### src/rtl/rs232_ser_pkg.sv
// Shared definitions for the RS232 serializer: FSM state encoding, frame constants
// and baud divider / counter width helpers.
package rs232_ser_pkg;

   localparam int unsigned LP_DATA_BITS       = 8;
   localparam int unsigned LP_DEF_CLK_FREQ_HZ = 50_000_000;
   localparam int unsigned LP_DEF_BAUD_RATE   = 115_200;

   typedef enum logic [2:0] {
      ST_IDLE  = 3'd0,
      ST_LOAD  = 3'd1,
      ST_START = 3'd2,
      ST_DATA  = 3'd3,
      ST_STOP  = 3'd4
   } state_t;

   // Truncating divider: no fractional baud correction.
   function automatic int unsigned baud_div(input int unsigned clk_hz,
                                            input int unsigned baud);
      return clk_hz / baud;
   endfunction

   function automatic int unsigned cnt_width(input int unsigned div);
      return (div > 1) ? $clog2(div) : 1;
   endfunction

endpackage

### src/rtl/rs232_ser_baud_gen.sv
// Bit-period counter: counts 0..P_DIV-1 while enabled and strobes o_bit_done_c on the
// last cycle of each bit; synchronous clear restarts the bit period.
module rs232_ser_baud_gen
   import rs232_ser_pkg::*;
#(
   parameter int unsigned P_DIV = 434
) (
   input  logic clk,
   input  logic rst_n,
   input  logic i_en,
   input  logic i_clr,
   output logic o_bit_done_c
);

   localparam int unsigned LP_CNT_W = cnt_width(P_DIV);

   logic [LP_CNT_W-1:0] r_cnt;
   logic                w_bit_done;

   assign w_bit_done   = i_en && (r_cnt == LP_CNT_W'(P_DIV - 1));
   assign o_bit_done_c = w_bit_done;

   always_ff @(posedge clk or negedge rst_n) begin
      if (!rst_n) begin
         r_cnt <= '0;
      end else if (i_clr || w_bit_done) begin
         r_cnt <= '0;
      end else if (i_en) begin
         r_cnt <= r_cnt + LP_CNT_W'(1);
      end
   end

endmodule

### src/rtl/rs232_ser.sv
// RS232 8N1 transmit serializer draining an external TX FIFO (normal read mode).
// Optional RS232_SER_CTS_EN: gate FIFO reads on a synchronized active-low cts_n.
module rs232_ser
   import rs232_ser_pkg::*;
#(
   parameter int unsigned P_CLK_FREQ_HZ = LP_DEF_CLK_FREQ_HZ,
   parameter int unsigned P_BAUD_RATE   = LP_DEF_BAUD_RATE
) (
   input  logic                    clk,
   input  logic                    rst_n,
   input  logic [LP_DATA_BITS-1:0] tx_fifo_data,
   input  logic                    tx_fifo_empty,
   output logic                    tx_fifo_rd_en,
   input  logic                    cts_n,
   output logic                    tx,
   output logic                    busy
);

   localparam int unsigned LP_DIV   = baud_div(P_CLK_FREQ_HZ, P_BAUD_RATE);
   localparam int unsigned LP_IDX_W = $clog2(LP_DATA_BITS);

   state_t                  r_state, w_state_nxt;
   logic [LP_DATA_BITS-1:0] r_shift, w_shift_nxt;
   logic [LP_IDX_W-1:0]     r_bit_idx, w_bit_idx_nxt;
   logic                    r_tx, w_tx_nxt;
   logic                    r_armed;
   logic                    w_cts_ok;
   logic                    w_rd_en;
   logic                    w_bit_done;
   logic                    w_baud_en;
   logic                    w_baud_clr;

`ifdef RS232_SER_CTS_EN
   logic [1:0] r_cts_sync;

   // Resets to "not clear" so nothing is read until CTS is seen low twice.
   always_ff @(posedge clk or negedge rst_n) begin
      if (!rst_n) begin
         r_cts_sync <= 2'b11;
      end else begin
         r_cts_sync <= {r_cts_sync[0], cts_n};
      end
   end

   assign w_cts_ok = ~r_cts_sync[1];
`else
   logic w_unused_cts;

   assign w_unused_cts = cts_n;
   assign w_cts_ok     = 1'b1;
`endif

   // Blocks a read during reset while the state register sits in IDLE.
   always_ff @(posedge clk or negedge rst_n) begin
      if (!rst_n) begin
         r_armed <= 1'b0;
      end else begin
         r_armed <= 1'b1;
      end
   end

   // The read request must fall in the IDLE cycle itself so data is valid in LOAD.
   assign w_rd_en       = r_armed && (r_state == ST_IDLE) && !tx_fifo_empty && w_cts_ok;
   assign tx_fifo_rd_en = w_rd_en;
   assign busy          = w_rd_en || (r_state != ST_IDLE);
   assign tx            = r_tx;

   assign w_baud_en  = (r_state == ST_START) || (r_state == ST_DATA) || (r_state == ST_STOP);
   assign w_baud_clr = (r_state == ST_LOAD);

   rs232_ser_baud_gen #(
      .P_DIV (LP_DIV)
   ) u_baud_gen (
      .clk          (clk),
      .rst_n        (rst_n),
      .i_en         (w_baud_en),
      .i_clr        (w_baud_clr),
      .o_bit_done_c (w_bit_done)
   );

   always_ff @(posedge clk or negedge rst_n) begin
      if (!rst_n) begin
         r_state   <= ST_IDLE;
         r_shift   <= '0;
         r_bit_idx <= '0;
         r_tx      <= 1'b1;
      end else begin
         r_state   <= w_state_nxt;
         r_shift   <= w_shift_nxt;
         r_bit_idx <= w_bit_idx_nxt;
         r_tx      <= w_tx_nxt;
      end
   end

   always_comb begin
      w_state_nxt   = r_state;
      w_shift_nxt   = r_shift;
      w_bit_idx_nxt = r_bit_idx;
      w_tx_nxt      = 1'b1;

      unique case (r_state)
         ST_IDLE: begin
            if (w_rd_en) begin
               w_state_nxt = ST_LOAD;
            end
         end
         ST_LOAD: begin
            w_shift_nxt   = tx_fifo_data;
            w_bit_idx_nxt = '0;
            w_state_nxt   = ST_START;
         end
         ST_START: begin
            if (w_bit_done) begin
               w_state_nxt = ST_DATA;
            end
         end
         ST_DATA: begin
            if (w_bit_done) begin
               w_shift_nxt = {1'b0, r_shift[LP_DATA_BITS-1:1]};
               if (r_bit_idx == LP_IDX_W'(LP_DATA_BITS - 1)) begin
                  w_state_nxt = ST_STOP;
               end else begin
                  w_bit_idx_nxt = r_bit_idx + LP_IDX_W'(1);
               end
            end
         end
         ST_STOP: begin
            if (w_bit_done) begin
               w_state_nxt = ST_IDLE;
            end
         end
         default: begin
            w_state_nxt = ST_IDLE;
         end
      endcase

      // Line level follows the state being entered, so tx changes exactly on bit edges.
      unique case (w_state_nxt)
         ST_START: w_tx_nxt = 1'b0;
         ST_DATA:  w_tx_nxt = w_shift_nxt[0];
         default:  w_tx_nxt = 1'b1;
      endcase
   end

endmodule

### config.mk
export PLATFORM = sky130hd
export DESIGN_NAME = rs232_ser
export DESIGN_NICKNAME = d
export VERILOG_FILES = /design/src/rtl/rs232_ser_pkg.sv /design/src/rtl/rs232_ser_baud_gen.sv /design/src/rtl/rs232_ser.sv
export SDC_FILE = /design/constraint.sdc
export NUM_CORES = 1
export LEC_CHECK = 0
export CORE_MARGIN = 4
export CORE_UTILIZATION = 52
export DETAILED_ROUTE_END_ITERATION = 8
export PLACE_DENSITY = 0.74
export SKIP_LAST_GASP = 1
export SYNTH_ARGS = -nofsm -noshare
export SYNTH_HDL_FRONTEND = slang
export SYNTH_HIERARCHICAL = 1
export SYNTH_SLANG_ARGS = --single-unit
### constraint.sdc
create_clock -name clk -period 6.9 [get_ports clk]
set_clock_uncertainty 0.1 [all_clocks]
set_input_delay 1.38 -clock clk [delete_from_list [all_inputs] [get_ports clk]]
set_output_delay 1.38 -clock clk [all_outputs]
set_load 0.02 [all_outputs]
### Yosys cells after proc, flatten, opt, wreduce, memory -nomap -nowiden

Cells that the tools add are included.

| word-level totals | value |
|---|---|
| register bits after elaboration | 25 |
| word-level logic and storage cells | 47 |
| input bits | 12 |

| operators by class | value |
|---|---|
| mux-type cells | 14 |
| add/sub/neg operators | 2 |
| reduce and logical (&&, ||, !) cells | 14 |
| eq/ne operators | 10 |

Operators by type and width:

| operator | count |
|---|---|
| 3-bit two-way mux | 7 |
| 9-bit two-way mux | 2 |
| 8-bit one-hot mux with 2 select lines | 1 |
| 3-bit one-hot mux with 5 select lines | 1 |
| 3-bit by 2-bit equality test with 1-bit output, second input constant | 4 |
| 9-bit by 1-bit adder with 9-bit output, second input constant | 1 |
| 9-bit equality test, second input constant | 1 |
| 8-bit two-way mux | 1 |
| 3-bit equality test, second input constant | 2 |
| 3-bit one-hot mux with 2 select lines | 1 |
| 1-bit logical OR | 4 |
| 2-bit nonzero test | 2 |
| 3-bit by 1-bit adder with 3-bit output, second input constant | 1 |
| 3-bit by 1-bit equality test with 1-bit output, second input constant | 1 |
| 1-bit logical AND | 3 |
| 3-bit logical NOT | 1 |
| 3-bit AND reduction | 1 |
| 3-bit nonzero test | 1 |
| 2-bit by 1-bit inequality test with 1-bit output, second input constant | 1 |
| 2-bit inequality test, second input constant | 1 |
| 1-bit one-hot mux with 2 select lines | 1 |
| 2-bit AND reduction | 1 |
| 1-bit logical NOT | 1 |

### Longest topological paths before layout

Gate-level depths: netlist (run 1).

| logic depth | value |
|---|---|
| depth after elaboration | 8 |
| mapped depth | 10 |

### Cells and area by module

Netlist (run 1), hierarchy kept.

By module, submodules not included:

| module | cells an instance | sequential area each (µm²) | instances | area an instance (µm²) |
|---|---|---|---|---|
| rs232_ser | 85 | 401.6 | 1 | 928.4 |
| rs232_ser_baud_gen | 53 | 225.2 | 1 | 516.7 |

### Worst setup path after synthesis (run 1)

No wires, ideal clock.

| timing path | value |
|---|---|
| path type | input to output |
| start | in tx_fifo_empty |
| end | out tx_fifo_rd_en |
| setup slack | 3255 ps |
| arrival | 2165 ps |
| stages | 2 |
| required time | 5420 ps |
| path through | nand2b_1 > nor4_1 |

| on the way | value |
|---|---|
| word-level cells in the longest chain between the ends | 2 |

RTL lines:

| item | RTL line | RTL |
|---|---|---|
| from (decl) | rs232_ser.sv:12 | `input logic tx_fifo_empty,` |
| 1-bit logical NOT | rs232_ser.sv:63 | `assign w_rd_en = r_armed && (r_state == ST_IDLE) && !tx_fifo_empty && w_cts_ok;` |
| 1-bit logical AND | rs232_ser.sv:63 |  |
| to (decl) | rs232_ser.sv:13 | `output logic tx_fifo_rd_en,` |

Every way passes these cells.

### Worst setup path after layout (run 1)

Same ends and word-level chain as after synthesis.

==> summary.txt, run 1 <==
Yosys
  – Share of Yosys cell area claimed by the top area cell type: 41.6%
  – Dominant register cell in the synthesized netlist: sky130_fd_sc_hd__dfrtp_1
  – Async set-or-reset flop fraction in the synthesized netlist: 100%
  – Net Count, Synth: around 150
  – Post-synthesis instance total: approximately 140
  – Flip-flop and latch count after synthesis: 25
  – Library cell with the highest instance count after synthesis: sky130_fd_sc_hd__dfrtp_1
  – Biggest area contributors in the synthesized netlist: sky130_fd_sc_hd__dfrtp_1, sky130_fd_sc_hd__nor2_1, sky130_fd_sc_hd__a22o_1
  – Syn. warnings: 6
  – Share of the yosys chip area belonging to registers: 43.4%
  – Post-synth top area cell: sky130_fd_sc_hd__dfrtp_1
  – Top cell types by occurrence after synthesis: sky130_fd_sc_hd__dfrtp_1, sky130_fd_sc_hd__nor2_1, sky130_fd_sc_hd__nand2_1, sky130_fd_sc_hd__o21ai_1, sky130_fd_sc_hd__a22o_1
  – Netlist cell types: 46
  – Number of synthesized flops with an enable pin: 0
  – Post-Syn Area per Cell: between 10 and 15 um^2
  – Cell Area, Synth: about 1400 um^2

Clock tree
  – CTS buffer count: 3
  – Number of buffers added for setup after CTS: 0
  – TritonCTS clock tree: done
  – CTS sink count: 25
  – Max H-tree Level: 1
  – Count of cells resized by post-cts repair: 0
  – CTS max path bufs: 2
  – CTS Hold Buffers Added: 0
  – Source-to-sink clock delay at the later pin of the worst-skew pair: 0.32 ns
  – Reg clk slew, reported paths: 0.14 ns
  – Clock root buffer: sky130_fd_sc_hd__clkbuf_4

Detailed routing
  – Via Count: 1,119
  – Number of nets with antenna violations after detailed routing: 0
  – Average wire per cell in the routed design: 15.7 um
  – # DRC: 0
  – Number of vias per cell after detailed routing: between 6 and 7
  – Final Routed Wirelength: 2820 um
  – Number of violations reported at the end of detailed-routing iteration 0: 25
  – First-pass DRT Iterations: 4

STA
  – Hold slack final: 0.420 ns
  – Relative slew margins: 52.9%
  – Count of final max-slew check failures: 0
  – Setup TNS: 0 ns
  – Max Clk Rate: around 230 MHz
  – Setup violations, final: 0
  – Shortest clock period the worst path allows after layout: 4.29 ns
  – Share of the clock period used by the worst path after layout: 62.1%
  – Worst-margin pin slew: 0.706 ns
  – RSZ-0062 raised after global routing: no
  – Final hold violations: 0

Pwr
  – Max IR drop VDD: 0.000303 V
  – Leakage: around 0.69 nW
  – Power density relative to cell area: 328 nW/um^2

Setup path
  – Crit path max-delay cell type: sky130_fd_sc_hd__clkdlybuf4s50_1
  – Startpoint Class: input pin
  – Maximum single-stage delay on the critical path: 0.66 ns
  – Critical path class: input pin to primary output
  – Most frequent CP cell: sky130_fd_sc_hd__clkdlybuf4s50_1
  – Largest fanout of any net on the critical path: 3
  – Required time of the critical path: 5.42 ns
  – Cells along the critical path: clkdlybuf4s50_1 -> nand2b_1 -> nor4_1 -> clkdlybuf4s50_1
  – CP endpoint kind: primary output
  – Arrival time reported for the critical path endpoint: between 2 and 3 ns

Layout
  – Diodes inserted: 0
  – Area used by sequential logic in the layout: 627 um^2
  – Final-stage net count: about 170
  – Combined area of the multi-input logic cells: 743 um^2
  – Layout area overhead: 11.2%
  – Post-layout instance area: 1610 um^2
  – Layout cells sized above 1: 13.3%
  – Number of fill cells in the layout: 216
  – Fin cells: 180

Run
  – MaxCap Viol Count: 0

Placement
  – Dpl cells: 176
  – Detailed placer's ending HPWL: ~1900 um
  – Placed standard-cell area: 1580 um^2
  – Number of buffers inserted by port buffering: 13
  – Routability cong.: 0.895

Worst hold path
  – Type of the worst min-delay path: flop to flop

Floorplanning
  – Count of pins on the block boundary: 15
  – Initial Util: 56.3%
  – Die ar.: 3690 um^2
  – Std-Cell Core Area: around 2600 um^2
  – Die width: 60.7 um
  – Number of standard-cell rows in the floorplan: 18
  – Height of the chip: 60.7 um

GRT
  – Global route total overflow: 0
  – Overall global routing resource usage: 17.9%
  – Vias in the first global route: 1,087
  – Initial antenna violation count: 0
  – Maximum number of pins on one net before global-route repair: 26
  – Wire length of the first global-routing pass: 5010 um

Outcome
  – Run status: finished clean
layout make-up:
cell class | instances | share of cell area [%]
flip-flops and latches | 25 | 39.0
clock buffers | 3 | 1.40
well taps | 30 | 2.34
clock inverters | 1 | 0.312
repair buffers | 15 | 9.03
inverters | 7 | 1.64
multi-input cells | 99 | 46.3
per-stage QoR:
stage	setup WS [ns]	util, %	total power, mW
final	2.61	62.6	0.526
after global routing	2.57	62.6	0.573
after CTS	2.60	62.6	0.529
after detailed placement	2.63	61.5	0.462
after global placement	2.65	61.5	0.450
after floorplan	3.25	-	0.413
cells in the final DEF (no fill, tap or decap), types with 2 or more instances in the layout:
master | Yosys | final
sky130_fd_sc_hd__a22o_1 | 6 | 6
sky130_fd_sc_hd__clkbuf_4 | 0 | 3
sky130_fd_sc_hd__a31oi_1 | 3 | 3
sky130_fd_sc_hd__or4_1 | 3 | 3
sky130_fd_sc_hd__nor2_1 | 14 | 14
sky130_fd_sc_hd__nand2b_1 | 4 | 4
sky130_fd_sc_hd__ha_1 | 4 | 4
sky130_fd_sc_hd__inv_2 | 2 | 2
sky130_fd_sc_hd__mux2_2 | 2 | 2
sky130_fd_sc_hd__nand3_1 | 3 | 3
sky130_fd_sc_hd__a21oi_1 | 2 | 2
sky130_fd_sc_hd__o221a_2 | 2 | 2
sky130_fd_sc_hd__o221ai_1 | 3 | 3
sky130_fd_sc_hd__buf_4 | 3 | 2
sky130_fd_sc_hd__clkdlybuf4s50_1 | 0 | 13
sky130_fd_sc_hd__dfrtp_1 | 24 | 24
sky130_fd_sc_hd__nor4_1 | 2 | 2
sky130_fd_sc_hd__nor4bb_1 | 5 | 5
sky130_fd_sc_hd__nand2_1 | 9 | 9
sky130_fd_sc_hd__inv_1 | 5 | 5
sky130_fd_sc_hd__and4bb_1 | 2 | 2
sky130_fd_sc_hd__o21ai_1 | 7 | 7
sky130_fd_sc_hd__xnor2_1 | 3 | 3
sky130_fd_sc_hd__o221a_1 | 4 | 4
state kept, by name, indices dropped and copies added, names as in the netlist:
signal	cells
u_baud_gen/r_cnt	9
r_shift	8
r_bit_idx	3
r_state	3
r_armed	1
tx	1
logic make-up (layout without fill, tap and decap cells):
kind of cell,count (synthesis),in the layout,synth area share [%]
AOI/OAI and AO/OA,34,34,19.7
xor gates and xnor gates,4,4,2.42
adders and majority gates,4,4,3.46
buffers and inverters,14,26,5.19
DFF,25,25,43.4
muxes,3,3,2.25
other,1,1,0.259
and+or+nand+nor,53,53,23.3
metal layers:
metal / track usage (%) / up-vias / routed length [um] / part of all wire [%]
li1: - / 541 / - / -
met3: 3.83 / 4 / 171 / 6.1
met4: 4.64 / 0 / 29 / 1.0
met5: 0 / - / 0 / 0
met2: 27.0 / 35 / 1270 / 45
met1: 26.3 / 539 / 1360 / 48
where the power goes:
group | leakage (nW) | switching [mW] | internal [mW] | total (mW)
logic | 0.368 | 0.110 | 0.102 | 0.212
clock network | 0.0177 | 0.0447 | 0.0217 | 0.0664
registers | 0.299 | 0.0535 | 0.194 | 0.248
path summary, 6_finish.rpt:
kind	startpoint	end	slack [ns]	cells past startpoint
min in group asynchronous	rst_n	u_baud_gen/r_cnt[8]$_DFFE_PN0P_	1.30	2
worst max-delay path	tx_fifo_empty	tx_fifo_rd_en	2.61	4
worst min-delay path	r_shift[0]$_DFF_PN0_	r_shift[0]$_DFF_PN0_	0.42	2
worst min register to register	r_shift[0]$_DFF_PN0_	r_shift[0]$_DFF_PN0_	0.42	2
max in group asynchronous	rst_n	tx$_DFF_PN1_	5.11	2
worst max register to register	r_state[1]$_DFF_PN0_	r_bit_idx[0]$_DFFE_PN0P_	4.20	8
worst max-delay path, delay by kind of cell:
family                 cells  cell delay, ns
buffers and inverters      2            1.05
and+or+nand+nor            2            0.37
No activity file was read; power rests on OpenSTA's default activity.
==> inputs of run 2 (changes only) <==
--- a/config.mk
+++ b/config.mk
@@ -6,7 +6,7 @@
 export NUM_CORES = 1
 export LEC_CHECK = 0
 export CORE_MARGIN = 4
-export CORE_UTILIZATION = 52
+export CORE_UTILIZATION = 50
 export DETAILED_ROUTE_END_ITERATION = 8
 export PLACE_DENSITY = 0.74
 export SKIP_LAST_GASP = 1
==> constraint.sdc (replaced) <==
create_clock -name clk -period 3.7 [get_ports clk]
set_clock_uncertainty 0.1 [all_clocks]
set_input_delay 0.74 -clock clk [delete_from_list [all_inputs] [get_ports clk]]
set_output_delay 0.74 -clock clk [all_outputs]
set_load 0.02 [all_outputs]
==> run 2 against run 1 <==
Effect of this change:
- register-to-register slack got worse by 3.1 ns
- utilization fell by 4.0 points
- largest power group unchanged
- highest routed layer unchanged
- global-route usage fell by 0.74 points
- critical path depth unchanged
- setup slack got worse by 1.9 ns
- first-iteration DRC count rose by 8.0%
- sequential share of layout area fell by 0.18 points
- clock-buffer cell count grew 1
==> summary.txt, run 2 (same netlist as run 1, synthesis figures left out) <==
STA
  – Hold slack final: 0.416 ns (was 0.420 ns)
  – Setup TNS: 0 ns (unchanged)
  – Shortest clock period the worst path allows after layout: 2.98 ns
  – Count of final max-slew check failures: 0 (unchanged)
  – Max Clk Rate: 335 MHz
  – Relative slew margins: 51.9% (was 52.9%)
  – Setup violations, final: 0 (unchanged)
  – Final hold violations: 0 (unchanged)
  – Worst-margin pin slew: 0.719 ns (was 0.706 ns)
  – RSZ-0062 raised after global routing: no (unchanged)
  – Share of the clock period used by the worst path after layout: 80.6%

Setup path
  – Stages on the worst setup path: 4 (unchanged)
  – Most frequent CP cell: sky130_fd_sc_hd__clkdlybuf4s50_1 (unchanged)
  – Maximum single-stage delay on the critical path: 0.65 ns (was 0.66 ns)
  – Startpoint Class: input pin (unchanged)
  – Register-to-Register Path Depth: 8 (unchanged)
  – Arrival time reported for the critical path endpoint: 2.14 ns (was 2.81 ns)
  – Critical path class: input pin to primary output (unchanged)
  – Crit path max-delay cell type: sky130_fd_sc_hd__clkdlybuf4s50_1 (unchanged)
  – R2r startpoint: r_state[0]$_DFF_PN0_ (was r_state[1]$_DFF_PN0_)
  – Register-to-register path setup slack: 1.14 ns (was 4.20 ns)
  – Cells along the critical path: clkdlybuf4s50_1 -> nand2b_1 -> nor4_1 -> clkdlybuf4s50_1 (unchanged)
  – Worst flop-to-flop path endpoint: r_bit_idx[0]$_DFFE_PN0P_ (unchanged)
  – Largest fanout of any net on the critical path: 3 (unchanged)
  – Required time of the critical path: 2.86 ns (was 5.42 ns)
  – Capturing element of the worst setup path: tx_fifo_rd_en (unchanged)
  – Worst setup startpoint: tx_fifo_empty (unchanged)
  – CP endpoint kind: primary output (unchanged)
  – Kind of cell adding the most delay to the critical path: buffers and inverters (unchanged)
  – CP Buf/Inv Count: 2 (unchanged)

GRT
  – Overall global routing resource usage: 17.2% (was 17.9%)
  – Wire length of the first global-routing pass: 4890 um (was 5010 um)
  – Vias in the first global route: 1,075 (was 1,087)
  – Busiest layer in global routing: met2 (unchanged)
  – Met3 Usage GRT: 2.48% (was 3.83%)
  – Global Route met2 Usage: 28.8% (was 27.0%)
  – Maximum number of pins on one net before global-route repair: 26 (unchanged)
  – Met1 demand-to-capacity share in global routing: 22.2% (was 26.3%)
  – Global route total overflow: 0 (unchanged)
  – Initial antenna violation count: 0 (unchanged)

Pwr
  – Leakage: 0.686 nW (was 0.685 nW)
  – Power density relative to cell area: 609 nW/um^2 (was 328 nW/um^2)
  – Max IR drop VDD: 0.000429 V (was 0.000303 V)

Floorplanning
  – Std-Cell Core Area: 2760 um^2 (was 2570 um^2)
  – Die ar.: 3810 um^2 (was 3690 um^2)
  – Die width: 61.8 um (was 60.7 um)
  – Height of the chip: 61.8 um (was 60.7 um)
  – Number of standard-cell rows in the floorplan: 19 (was 18)
  – Initial Util: 52.4% (was 56.3%)
  – Count of pins on the block boundary: 15 (unchanged)

Detailed routing
  – Number of vias per cell after detailed routing: 6.14 (was 6.22)
  – Average wire per cell in the routed design: 15.9 um (was 15.7 um)
  – # DRC: 0 (unchanged)
  – Number of violations reported at the end of detailed-routing iteration 0: 27 (was 25)
  – Via Count: 1,117 (was 1,119)
  – First-pass DRT Iterations: 4 (unchanged)
  – Final Routed Wirelength: 2900 um (was 2820 um)
  – Number of nets with antenna violations after detailed routing: 0 (unchanged)

Layout
  – Diodes inserted: 0 (unchanged)
  – Largest registers: u_baud_gen/r_cnt (9), r_shift (8) (unchanged)
  – Final-stage net count: 168 (was 167)
  – Final Util: 58.5% (was 62.6%)
  – Number of fill cells in the layout: 257 (was 216)
  – Area used by sequential logic in the layout: 627 um^2 (unchanged)
  – Layout area overhead: 11.7% (was 11.2%)
  – Post-layout instance area: 1610 um^2 (about the same)
  – Combined area of the multi-input logic cells: 743 um^2 (unchanged)
  – Most frequent cells in the layout: sky130_fd_sc_hd__dfrtp_1, sky130_fd_sc_hd__nor2_1, sky130_fd_sc_hd__clkdlybuf4s50_1, sky130_fd_sc_hd__nand2_1, sky130_fd_sc_hd__o21ai_1 (unchanged)
  – Most frequent standard cell in the layout excluding fill and tap cells: sky130_fd_sc_hd__dfrtp_1 (unchanged)
  – Layout cells sized above 1: 13.2% (was 13.3%)
  – Top reg by flops: u_baud_gen/r_cnt (unchanged)
  – Number of flip-flops under the largest register name: 9 (unchanged)

Clock tree
  – CTS buffer count: 3 (unchanged)
  – CTS max path bufs: 2 (unchanged)
  – Number of buffers added for setup after CTS: 0 (unchanged)
  – Reg clk slew, reported paths: 0.13 ns (was 0.14 ns)
  – Clock root buffer: sky130_fd_sc_hd__clkbuf_4 (unchanged)
  – TritonCTS clock tree: done (unchanged)
  – Max H-tree Level: 1 (unchanged)
  – CTS sink count: 25 (unchanged)
  – CTS Hold Buffers Added: 0 (unchanged)
  – Source-to-sink clock delay at the later pin of the worst-skew pair: 0.31 ns (was 0.32 ns)
  – Count of cells resized by post-cts repair: 0 (unchanged)

Placement
  – Detailed placer's ending HPWL: 2040 um (was 1940 um)
  – Placed standard-cell area: 1590 um^2 (was 1580 um^2)
  – Routability cong.: 0.805 (was 0.895)
  – Number of buffers inserted by port buffering: 13 (unchanged)

Outcome
  – Run status: finished clean (unchanged)

Worst hold path
  – Type of the worst min-delay path: flop to flop (unchanged)

Run
  – MaxCap Viol Count: 0 (unchanged)
[run 2: changes by cell type in the layout (fill, tap and decap cells not counted), sizes merged]
cell	before	now
clkbuf	3	4
clkinv	1	0
buf	2	3
[run 2: power by group]
part / internal (mW) / switching [mW] / leakage, nW / total, mW
sequential: 0.362 / 0.103 / 0.299 / 0.465
clock: 0.0421 / 0.0765 / 0.0150 / 0.119
combinational: 0.191 / 0.209 / 0.372 / 0.400
[run 2: how the worst min path moves through the flow]
stage | start | endpoint | slack, ns | depth (start not counted)
2_1_floorplan | rst_n | r_armed$_DFF_PN0_ | 0.34 | 0
3_3_place_gp | r_shift[0]$_DFF_PN0_ | r_shift[0]$_DFF_PN0_ | 0.38 | 2
4_1_cts | r_shift[0]$_DFF_PN0_ | r_shift[0]$_DFF_PN0_ | 0.42 | 2
6_report | r_shift[0]$_DFF_PN0_ | r_shift[0]$_DFF_PN0_ | 0.42 | 2
5_1_grt | r_shift[0]$_DFF_PN0_ | r_shift[0]$_DFF_PN0_ | 0.46 | 2
3_5_place_dp | r_shift[0]$_DFF_PN0_ | r_shift[0]$_DFF_PN0_ | 0.39 | 2
[run 2: worst min-delay path, delay by kind of cell, from the launching register on]
kind             cells  cell delay [ns]
AND/OR/NAND/NOR      1             0.05
AO/OA/AOI/OAI        1             0.08
flip-flops           1             0.36
[run 2: routing by layer]
layer,part of all wire (%),vias to the layer above
met5,0,-
met3,4.0,4
met1,47,543
met2,48,28
met4,1.1,0
li1,-,542
[run 2: layout make-up]
class | count | area share (%)
sequential | 25 | 38.8
timing repair buffer | 16 | 9.46
tap | 31 | 2.40
clock buffer | 4 | 1.63
inverter | 7 | 1.63
multi-input combinational | 99 | 46.0
[run 2: per-stage QoR]
step | worst slack [ns] | power [mW] | std cells
after CTS | 0.716 | 0.992 | 182
after global placement | 0.711 | 0.840 | 178
after global routing | 0.569 | 1.06 | 182
after floorplan | 1.16 | 0.771 | 138
after detailed placement | 0.721 | 0.869 | 178
final | 0.719 | 0.984 | 182
==> inputs of run 3 (changes only) <==
--- a/config.mk
+++ b/config.mk
@@ -6,7 +6,7 @@
 export NUM_CORES = 1
 export LEC_CHECK = 0
 export CORE_MARGIN = 4
-export CORE_UTILIZATION = 50
+export CORE_UTILIZATION = 52
 export DETAILED_ROUTE_END_ITERATION = 8
 export PLACE_DENSITY = 0.74
 export SKIP_LAST_GASP = 1
==> constraint.sdc (replaced) <==
create_clock -name clk -period 3.1 [get_ports clk]
set_clock_uncertainty 0.1 [all_clocks]
set_input_delay 0.62 -clock clk [delete_from_list [all_inputs] [get_ports clk]]
set_output_delay 0.62 -clock clk [all_outputs]
set_load 0.02 [all_outputs]
==> run 3 against run 2 <==
Effect of this change:
- non-clock buffer count is 2 higher
- power up 21%
- combinational power rose by 29%
- global-route usage grew 1.8 points
- die area is 3.4% lower
==> summary.txt, run 3 (same netlist as run 1, synthesis figures left out) <==
Detailed routing
  – Number of vias per cell after detailed routing: 6.08 (was 6.14)
  – # DRC: 0 (unchanged)
  – Via Count: 1,112 (was 1,117)
  – First-pass DRT Iterations: 4 (unchanged)
  – Final Routed Wirelength: 2940 um (was 2900 um)
  – Number of violations reported at the end of detailed-routing iteration 0: 22 (was 27)
  – Average wire per cell in the routed design: 16.1 um (was 15.9 um)
  – Number of nets with antenna violations after detailed routing: 0 (unchanged)

Worst hold path
  – Hold path startpoint: r_shift[0]$_DFF_PN0_ (unchanged)
  – Terminating pin of the worst hold path: r_shift[0]$_DFF_PN0_ (unchanged)
  – Type of the worst min-delay path: flop to flop (unchanged)
  – Worst hold path depth: 2 (unchanged)

Layout
  – Fin cells: 183 (was 182)
  – Layout cells sized above 1: 15.0% (was 13.2%)
  – Number of flip-flops under the largest register name: 9 (unchanged)
  – Most frequent standard cell in the layout excluding fill and tap cells: sky130_fd_sc_hd__dfrtp_1 (unchanged)
  – Final-stage net count: 170 (was 168)
  – Most frequent cells in the layout: sky130_fd_sc_hd__dfrtp_1, sky130_fd_sc_hd__nor2_1, sky130_fd_sc_hd__clkdlybuf4s50_1, sky130_fd_sc_hd__nand2_1, sky130_fd_sc_hd__o21ai_1 (unchanged)
  – Number of fill cells in the layout: 218 (was 257)
  – Combined area of the multi-input logic cells: 743 um^2 (unchanged)
  – Top reg by flops: u_baud_gen/r_cnt (unchanged)
  – Largest registers: u_baud_gen/r_cnt (9), r_shift (8) (unchanged)
  – Diodes inserted: 0 (unchanged)
  – Layout area overhead: 12.7% (was 11.7%)
  – Final Util: 63.5% (was 58.5%)
  – Area used by sequential logic in the layout: 627 um^2 (unchanged)

STA
  – Hold slack final: 0.425 ns (was 0.416 ns)
  – Max Clk Rate: between 300 and 400 MHz
  – Relative slew margins: 53.3% (was 51.9%)
  – Shortest clock period the worst path allows after layout: around 2.7 ns
  – Share of the clock period used by the worst path after layout: 88.3%
  – Crit path setup slack, layout: 0.364 ns (was 0.719 ns)
  – Count of final max-slew check failures: 0 (unchanged)
  – Worst-margin pin slew: 0.699 ns (was 0.719 ns)
  – RSZ-0062 raised after global routing: no (unchanged)
  – Final hold violations: 0 (unchanged)
  – Setup violations, final: 0 (unchanged)
  – Setup TNS: 0 ns (unchanged)

Run
  – MaxCap Viol Count: 0 (unchanged)

Setup path
  – Register-to-register path setup slack: 0.75 ns (was 1.14 ns)
  – Required time of the critical path: 2.38 ns (was 2.86 ns)
  – Register-to-Register Path Depth: 8 (unchanged)
  – Critical path class: input pin to primary output (unchanged)
  – Worst flop-to-flop path endpoint: r_bit_idx[0]$_DFFE_PN0P_ (unchanged)
  – CP endpoint kind: primary output (unchanged)
  – Crit path max-delay cell type: sky130_fd_sc_hd__clkdlybuf4s50_1 (unchanged)
  – Startpoint Class: input pin (unchanged)
  – R2r startpoint: r_state[1]$_DFF_PN0_ (was r_state[0]$_DFF_PN0_)
  – Arrival time reported for the critical path endpoint: 2.02 ns (was 2.14 ns)
  – Maximum single-stage delay on the critical path: 0.65 ns (about the same)
  – Cells along the critical path: clkdlybuf4s50_1 -> nand2b_1 -> nor4_1 -> clkdlybuf4s50_1 (unchanged)
  – Most frequent CP cell: sky130_fd_sc_hd__clkdlybuf4s50_1 (unchanged)
  – Largest fanout of any net on the critical path: 3 (unchanged)

Clock tree
  – Source-to-sink clock delay at the later pin of the worst-skew pair: 0.31 ns (about the same)
  – CTS max path bufs: 2 (unchanged)
  – Reg clk slew, reported paths: 0.14 ns (was 0.13 ns)
  – TritonCTS clock tree: done (unchanged)
  – CTS buffer count: 3 (unchanged)
  – CTS sink count: 25 (unchanged)
  – Number of buffers added for setup after CTS: 0 (unchanged)
  – Max H-tree Level: 1 (unchanged)
  – Count of cells resized by post-cts repair: 0 (unchanged)
  – CTS Hold Buffers Added: 0 (unchanged)
  – Clock root buffer: sky130_fd_sc_hd__clkbuf_4 (unchanged)

GRT
  – Overall global routing resource usage: 19.0% (was 17.2%)
  – Vias in the first global route: 1,145 (was 1,075)
  – Wire length of the first global-routing pass: 5270 um (was 4890 um)
  – Global route total overflow: 0 (unchanged)
  – Maximum number of pins on one net before global-route repair: 26 (unchanged)
  – Initial antenna violation count: 0 (unchanged)

Placement
  – Worst setup timing slack at the placement stage: 0.373 ns (was 0.721 ns)
  – Dpl cells: 179 (was 178)
  – Number of buffers inserted by port buffering: 13 (unchanged)
  – Routability cong.: 0.908 (was 0.805)
  – Detailed placer's ending HPWL: 2040 um (about the same)

Pwr
  – Max IR drop VDD: 0.000575 V (was 0.000429 V)
  – Power density relative to cell area: 731 nW/um^2 (was 609 nW/um^2)
  – Leakage: 0.700 nW (was 0.686 nW)

Floorplanning
  – Height of the chip: 60.7 um (was 61.8 um)
  – Initial Util: 56.3% (was 52.4%)
  – Die width: 60.7 um (was 61.8 um)
  – Count of pins on the block boundary: 15 (unchanged)
  – Std-Cell Core Area: 2570 um^2 (was 2760 um^2)
  – Number of standard-cell rows in the floorplan: 18 (was 19)
  – Die ar.: 3690 um^2 (was 3810 um^2)

Outcome
  – Run status: finished clean (unchanged)
## run 3: area by class of cell
cell class,count,area share (%)
multi-input cells,99,45.6
well taps,30,2.30
inverters,7,1.61
clock buffers,3,1.38
flip-flops and latches,25,38.5
repair buffers,18,10.3
clock inverters,1,0.307
## run 3: worst max-delay path by stage
stage	cells after the start	endpoint	slack (ns)	start
6_report	4	tx_fifo_rd_en	0.36	tx_fifo_empty
4_1_cts	4	tx_fifo_rd_en	0.35	tx_fifo_empty
3_3_place_gp	4	tx_fifo_rd_en	0.37	tx_fifo_empty
3_5_place_dp	4	tx_fifo_rd_en	0.37	tx_fifo_empty
2_1_floorplan	10	r_shift[1]$_DFFE_PN0P_	0.56	r_state[0]$_DFF_PN0_
5_1_grt	4	tx_fifo_rd_en	0.28	tx_fifo_empty
## run 3: worst max-delay path: cells and delay by family
family	cells	cell delay [ns]
buffers and inverters	2	1.03
and+or+nand+nor	2	0.36
## run 3: report_power, final
group | switching, mW | internal (mW) | total, mW
sequential | 0.0974 | 0.432 | 0.530
clock | 0.0985 | 0.0483 | 0.147
combinational | 0.279 | 0.236 | 0.515
total | 0.475 | 0.716 | 1.19
## run 3: per-stage QoR
stage          cell area [um^2]  power, mW
3_3_place_gp               1600       1.01
5_1_grt                    1630       1.30
3_5_place_dp               1600       1.05
4_1_cts                    1630       1.20
2_1_floorplan              1450      0.920
6_report                   1630       1.19
## run 3: per-layer routing
metal	GRT usage [%]	wire length [um]	share of wire, %
met5	0	0	0
met2	29.8	1350	46
met1	27.0	1430	48
met4	6.50	19	0.65
met3	2.77	144	4.9
